--- config.mk ---
export PLATFORM = sky130hd
export DESIGN_NAME = isp_bayer_correct_pipe
export DESIGN_NICKNAME = d
export VERILOG_FILES = /design/src/rtl/isp_bayer_correct_pipe.sv
export SDC_FILE = /design/constraint.sdc
export NUM_CORES = 1
export LEC_CHECK = 0
export ABC_AREA = 1
export CAP_MARGIN = 10
export CORE_MARGIN = 10
export CORE_UTILIZATION = 52
export DETAILED_ROUTE_END_ITERATION = 10
export PLACE_DENSITY = 0.8
export SKIP_CTS_REPAIR_TIMING = 1
export SYNTH_ARGS = -nofsm -noshare
export SYNTH_HDL_FRONTEND = slang
export SYNTH_SLANG_ARGS = --single-unit
--- constraint.sdc ---
create_clock -name clock -period 16.2 [get_ports clock]
set_input_delay 4.86 -clock clock [delete_from_list [all_inputs] [get_ports clock]]
set_output_delay 4.86 -clock clock [all_outputs]
set_load 0.05 [all_outputs]
--- src/rtl/isp_bayer_correct_pipe.sv ---
// Per-Bayer-phase black-level subtraction and fixed-point gain with rounding and
// saturation on LANES pixels per beat; frame-shadowed parameters and clip counting.
module isp_bayer_correct_pipe #(
   parameter int PIX_W     = 12,
   parameter int LANES     = 2,
   parameter int GAIN_W    = 12,
   parameter int GAIN_FRAC = 8
) (
   input  logic                   clock,
   input  logic                   reset,
   input  logic                   u_i_ready,
   output logic                   i_i_ready,
   input  logic [LANES*PIX_W-1:0] data_in,
   input  logic                   sof_in,
   input  logic                   eol_in,
   input  logic [4*PIX_W-1:0]     offset_in,
   input  logic [4*GAIN_W-1:0]    gain_in,
   input  logic [1:0]             pattern_in,
   input  logic                   bypass_in,
   input  logic                   u_r_ready,
   output logic                   i_r_ready,
   output logic [LANES*PIX_W-1:0] data_out,
   output logic                   sof_out,
   output logic                   eol_out,
   output logic [15:0]            frame_clips
);

   localparam int PROD_W = PIX_W + GAIN_W;
   localparam int CNT_W  = $clog2(LANES + 1);
   localparam logic [GAIN_W-1:0] GAIN_ONE = GAIN_W'(1) << GAIN_FRAC;
   localparam logic [PROD_W:0]   HALF     = (PROD_W+1)'(1) << (GAIN_FRAC - 1);
   localparam bit LANES_ODD = (LANES % 2) == 1;

   logic adv, acc, out_xfer;
   assign adv       = !i_r_ready || u_r_ready;
   assign i_i_ready = adv && !reset;
   assign acc       = u_i_ready && i_i_ready;
   assign out_xfer  = i_r_ready && u_r_ready;

   logic [4*PIX_W-1:0]  off_reg;
   logic [4*GAIN_W-1:0] gain_reg;
   logic [1:0]          pat_reg;
   logic                byp_reg;
   logic                row_par_reg;
   logic [15:0]         col_cnt_reg;

   // A sof beat uses its own freshly presented parameters and restarts at (0,0).
   logic [4*PIX_W-1:0]  off_cur;
   logic [4*GAIN_W-1:0] gain_cur;
   logic [1:0]          pat_cur;
   logic                byp_cur, row_cur;
   logic [15:0]         col_cur;
   assign off_cur  = sof_in ? offset_in  : off_reg;
   assign gain_cur = sof_in ? gain_in    : gain_reg;
   assign pat_cur  = sof_in ? pattern_in : pat_reg;
   assign byp_cur  = sof_in ? bypass_in  : byp_reg;
   assign row_cur  = sof_in ? 1'b0       : row_par_reg;
   assign col_cur  = sof_in ? 16'd0      : col_cnt_reg;

   always_ff @(posedge clock or posedge reset) begin
      if (reset) begin
         off_reg     <= '0;
         gain_reg    <= {4{GAIN_ONE}};
         pat_reg     <= 2'd0;
         byp_reg     <= 1'b0;
         row_par_reg <= 1'b0;
         col_cnt_reg <= 16'd0;
      end else if (acc) begin
         off_reg     <= off_cur;
         gain_reg    <= gain_cur;
         pat_reg     <= pat_cur;
         byp_reg     <= byp_cur;
         row_par_reg <= row_cur ^ eol_in;
         col_cnt_reg <= eol_in ? 16'd0 : col_cur + 16'd1;
      end
   end

   logic v1, v2, v3, sof1, sof2, sof3, eol1, eol2, eol3;
   always_ff @(posedge clock or posedge reset) begin
      if (reset) begin
         {v1, v2, v3}       <= 3'b000;
         {sof1, sof2, sof3} <= 3'b000;
         {eol1, eol2, eol3} <= 3'b000;
      end else if (adv) begin
         v1   <= acc;
         sof1 <= acc && sof_in;
         eol1 <= acc && eol_in;
         v2   <= v1;  sof2 <= sof1;  eol2 <= eol1;
         v3   <= v2;  sof3 <= sof2;  eol3 <= eol2;
      end
   end
   assign i_r_ready = v3;
   assign sof_out   = sof3;
   assign eol_out   = eol3;

   logic clip3 [LANES];

   for (genvar gi = 0; gi < LANES; gi++) begin : g_lane
      logic              col_par;
      logic [1:0]        phase;
      logic [PIX_W-1:0]  pix, off_sel, d_next, d1, out3;
      logic [GAIN_W-1:0] gain_sel, g1;
      logic [PROD_W-1:0] p2;
      logic [PROD_W:0]   rnd, scaled;
      logic              clip_next;

      assign pix      = data_in[gi*PIX_W +: PIX_W];
      assign col_par  = ((gi % 2) == 1) ^ (LANES_ODD & col_cur[0]);
      assign phase    = {row_cur ^ pat_cur[1], col_par ^ pat_cur[0]};
      assign off_sel  = off_cur[phase*PIX_W +: PIX_W];
      // Bypass rides the arithmetic path with unity gain, so latency matches and nothing clips.
      assign gain_sel = byp_cur ? GAIN_ONE : gain_cur[phase*GAIN_W +: GAIN_W];
      assign d_next   = byp_cur ? pix : ((pix > off_sel) ? pix - off_sel : '0);

      assign rnd       = {1'b0, p2} + HALF;
      assign scaled    = rnd >> GAIN_FRAC;
      assign clip_next = |scaled[PROD_W:PIX_W];

      always_ff @(posedge clock or posedge reset) begin
         if (reset) begin
            d1        <= '0;
            g1        <= '0;
            p2        <= '0;
            out3      <= '0;
            clip3[gi] <= 1'b0;
         end else if (adv) begin
            d1        <= d_next;
            g1        <= gain_sel;
            p2        <= PROD_W'(d1) * PROD_W'(g1);
            out3      <= clip_next ? '1 : scaled[PIX_W-1:0];
            clip3[gi] <= clip_next;
         end
      end

      assign data_out[gi*PIX_W +: PIX_W] = out3;
   end

   logic [CNT_W-1:0] nclip;
   always_comb begin
      nclip = '0;
      for (int i = 0; i < LANES; i++) nclip = nclip + CNT_W'(clip3[i]);
   end

   logic [15:0] clip_cnt_reg;
   logic [16:0] clip_sum;
   assign clip_sum = {1'b0, clip_cnt_reg} + 17'(nclip);

   always_ff @(posedge clock or posedge reset) begin
      if (reset) begin
         clip_cnt_reg <= 16'd0;
         frame_clips  <= 16'd0;
      end else if (out_xfer) begin
         if (sof_out) begin
            frame_clips  <= clip_cnt_reg;
            clip_cnt_reg <= 16'(nclip);
         end else begin
            clip_cnt_reg <= clip_sum[16] ? 16'hFFFF : clip_sum[15:0];
         end
      end
   end

endmodule

# Word level (Yosys, flattened, before mapping)
# Cells that the tools add are included.
[classes]
add_sub_neg = 6
n_mul = 4
n_div = 0
n_lt_le_gt_ge = 2
eq_ne = 0
shifts = 4
n_mux = 15
bitwise = 3
reduce_logical = 11
[op_table]
columns = ["operator", "count"]
rows = [
  ["indexed part select 48 x 7 -> 12 bit", 4],
  ["two-way mux 12 bit", 8],
  ["two-way mux 48 bit", 2],
  ["adder 24 x 8 -> 25 bit (second input constant)", 2],
  ["multiplier 12 x 12 -> 24 bit", 2],
  ["two-way mux 16 bit", 2],
  ["greater-than comparator 12 bit", 2],
  ["subtractor 12 bit", 2],
  ["adder 16 x 2 -> 17 bit", 1],
  ["OR reduction 5 bit", 2],
  ["multiplier 2 x 2 -> 4 bit (second input constant)", 2],
  ["logical AND 1 bit", 5],
  ["adder 1 x 1 -> 2 bit", 1],
  ["zero test 1 bit", 2],
  ["two-way mux 1 bit", 2],
  ["two-way mux 2 bit", 1],
  ["AND reduction 2 bit", 1],
  ["bitwise XOR 1 bit", 2],
  ["logical OR 1 bit", 1],
  ["inverter 1 bit", 1],
]
[word_totals]
register_bits = 263
latchBits = 0
mem_bits_rw = 0
mem_bits_ro = 0
input_bits = 129
output_inout_bits = 44
wordCells = 71
memories = 0

# Depth between registers and ports, before layout
[depth]
word_depth = 7
depth_mapped = 24

# Worst setup path after synthesis
# OpenSTA, ideal clock, no wires.
[synth_path]
path_kind = "input port to output port"
from = "input u_r_ready"
to = "output i_i_ready"
t_arrival_ns = 5.588
required_ns = 11.340
setup_slack_ns = 5.752
cell_stages = 2
n_path_buf = 0
cell_sequence = "nor2_1 > nor2_1"
[synth_between]
elab_chain_len = 2
[synth_rtl]
columns = ["item", "line_no", "source"]
rows = [
  ["start, declared", "20", "input logic u_r_ready,"],
  ["logical OR 1 bit", "35", "assign adv = !i_r_ready || u_r_ready;"],
  ["logical AND 1 bit", "36", "assign i_i_ready = adv && !reset;"],
  ["end, declared", "12", "output logic i_i_ready,"],
]
# Every way passes these cells.

# Worst setup path after layout
# Same ends and word-level chain as after synthesis.

==> results.json <==
{
  "ys_ff_latch": 249,
  "timing.setup.tns_ns": 0,
  "worst-r2r-setup-slack_ns": 10.82,
  "drc": 0,
  "syn_avg_cell_area_um2": 7.35,
  "min_period_ns": 11.76,
  "cts_tree": "done",
  "synth_edf_count": 0,
  "cts_buffer_depth": 3,
  "cap_viol_max_count": 0,
  "ys.flop_type": "dfrtp_1",
  "io_pins": 173,
  "grt_max_degree": 166,
  "synth_compound_area_share_pct": 12.2,
  "dieArea_mm2": 0.0550,
  "rr_worst_depth": 18,
  "path_max_fanout": 23,
  "ys_types": 43,
  "final-hold-violation-count": 0,
  "start_util_pct": 52.7,
  "core_mm2": 0.0454,
  "cts_htree_levels": 1,
  "cpPeakStageDelay_ns": 0.78,
  "grt_use_total_pct": 22.7,
  "n_antenna_cell": 0,
  "via_per_inst": 5.33,
  "synth_xor_area_share_pct": 1.90,
  "clock_skew_ns": 0.0404,
  "outcome": "completed",
  "antenna_found_initial": 0,
  "io_buffer_count": 172,
  "hpwl_um": 46900,
  "endpoint_kind": "output pin",
  "gp_congestion": 0.935,
  "synth_area_mm2": 0.0239,
  "path_delay_family": "buffers and inverters",
  "start_kind": "input pin",
  "nets": 3791,
  "cp_slowest_cell": "clkdlybuf4s50_1",
  "arrival_ns": 6.90,
  "die_w_um": 234,
  "ant_nets": 0,
  "clock_sinks": 249,
  "hold_start": "frame_clips[12]",
  "path_buf_inv": 2,
  "timing.fmax_ghz": 0.0851,
  "syn_nets": 3729,
  "route.final.wire_length_um": 61700,
  "drt_iter0_markers": 1819,
  "overflow": 0,
  "rows": 78,
  "dieHeight_um": 234,
  "path_cells": "clkdlybuf4s50_1, nor2_4, nor2_1, clkdlybuf4s50_1",
  "synth-warning-count": 0,
  "min_path_type": "register to register",
  "worst_pin_slew_ns": 1.10,
  "reg2reg_to": "g_lane[0].p2[17]",
  "clk-insertion-delay-late_ns": 0.60,
  "synthMuxAreaShare_pct": 1.55,
  "setup_viol": 0,
  "drv_slew": 0,
  "critPathKind": "input pin to output pin",
  "crit_top_cell": "clkdlybuf4s50_1",
  "async_flop_share_pct": 100,
  "hold_path_end": "frame_clips[12]",
  "area_growth_pct": 12.1,
  "synthSimpleGateAreaFrac_pct": 22.3,
  "wire_per_inst_um": 15.7,
  "drive_gt1_share_pct": 3.57,
  "clock-root-buffer": "clkbuf_16",
  "crit_required_ns": 11.34,
  "synth_top_family_by_area": "adder cells",
  "grt_pass1_wl_um": 103000,
  "rsz0062_at_grt": "no",
  "r2r-start": "g_lane[0].g1[4]",
  "cts.clk_slew.worst_paths_ns": 0.06,
  "final.period_utilization_pct": 72.6,
  "worstHoldPathCells": 2,
  "synth_fa_ha_area_share_pct": 24.4,
  "synth_seq_area_share_pct": 26.1,
  "cts_buffers": 28,
  "vias": 21000,
  "dr.pass1.iters": 6,
  "syn_inst": 3254,
  "slew_headroom_pct": 26.9,
  "grt_pass1_vias": 20500
}
cell usage after synthesis, types with 4 or more instances:
master    number  area [um^2]
a211oi_1      36          270
a21o_1         9         67.6
a21oi_1       96          480
a31oi_1       34          213
buf_1         13         48.8
buf_2         38          190
clkbuf_1      95          357
dfrtp_1      245         6130
dfstp_2        4          105
fa_1         201         4020
ha_1         145         1810
inv_1        563         2110
inv_2          6         22.5
mux2i_1       37          370
nand2_1      948         3560
nand3_1       94          470
nand3b_1       5         37.5
nand4_1       25          156
nor2_1       199          747
nor3_1        19         95.1
o211ai_1      17          128
o21a_1        10         75.1
o21ai_0      289         1450
o21ai_1        6         30.0
o21ai_2       11         96.3
o21bai_1       6         45.0
o22ai_1        5         31.3
or2_2         23          144
xnor2_1       18          158
xor2_1        34          298
stage by stage:
stage	instances	util (%)	hold WS (ns)	setup WS [ns]	area, um^2
6_report	3938	59.1	0.483	4.44	26800
3_5_place_dp	3886	57.0	0.468	4.45	25900
3_3_place_gp	3886	57.0	0.461	4.46	25900
5_1_grt	3938	59.1	0.505	4.35	26800
2_1_floorplan	3254	-	0.440	4.50	23900
4_1_cts	3938	59.1	0.484	4.42	26800
metal layers:
layer | vias to the layer above | wire length, um | part of all wire [%] | track usage, %
li1 | 10200 | - | - | -
met2 | 814 | 28100 | 46 | 36.9
met3 | 106 | 4950 | 8.0 | 4.36
met5 | - | 0 | 0 | 0
met4 | 0 | 1910 | 3.1 | 6.57
met1 | 9838 | 26700 | 43 | 30.3
logic make-up (layout without fill, tap and decap cells):
group / after synthesis / in the layout
xor+xnor: 52 / 52
mux: 37 / 37
simple gates: 1328 / 1328
flops: 249 / 249
buf+inv: 720 / 804
compound gates: 522 / 522
fa+ha+maj: 346 / 346
final cells by class:
cell class,instances,area (um^2)
Inverter,571,2150
Tap cell,600,751
Multi-Input combinational cell,2285,14900
Timing Repair Buffer,181,1800
Clock inverter,17,176
Clock buffer,35,767
Sequential cell,249,6240
Fill cell,4036,18600
layout by cell type, fill, tap and decap left out, types with 23 or more instances in the layout:
cell type        synthesis  routed
a31oi_1                 34      34
fa_1                   201     201
o21ai_0                289     289
nand3_1                 94      94
a211oi_1                36      36
xor2_1                  34      34
ha_1                   145     145
dfrtp_1                245     245
a21oi_1                 96      96
inv_1                  563     562
nand4_1                 25      25
nor2_1                 199     198
clkdlybuf4s50_1          0     171
or2_2                   23      23
nand2_1                948     947
clkbuf_16                0      28
mux2i_1                 37      37
how the worst max path moves through the flow:
stage / start / to / cells past startpoint
3_5_place_dp: u_r_ready / i_i_ready / 4
5_1_grt: u_r_ready / i_i_ready / 4
6_report: u_r_ready / i_i_ready / 4
2_1_floorplan: reset / byp_reg / 1
3_3_place_gp: u_r_ready / i_i_ready / 4
4_1_cts: u_r_ready / i_i_ready / 4
worst register-to-register path, cell delays in order, from the launching register on:
cell	delay, ns
dfrtp_1	0.76
nand2_1	0.17
fa_1	0.51
fa_1	0.51
inv_1	0.06
fa_1	0.49
fa_1	0.50
inv_1	0.05
fa_1	0.47
inv_1	0.05
ha_1	0.36
a21oi_1	0.22
a21boi_0	0.37
nor2_1	0.07
nor2_1	0.09
nand2_1	0.07
or2_2	0.27
nand3_1	0.09
o21ai_0	0.10
Power is not shown: default switching activity piles up to over one toggle a cycle in this logic, so the estimate is an artifact.
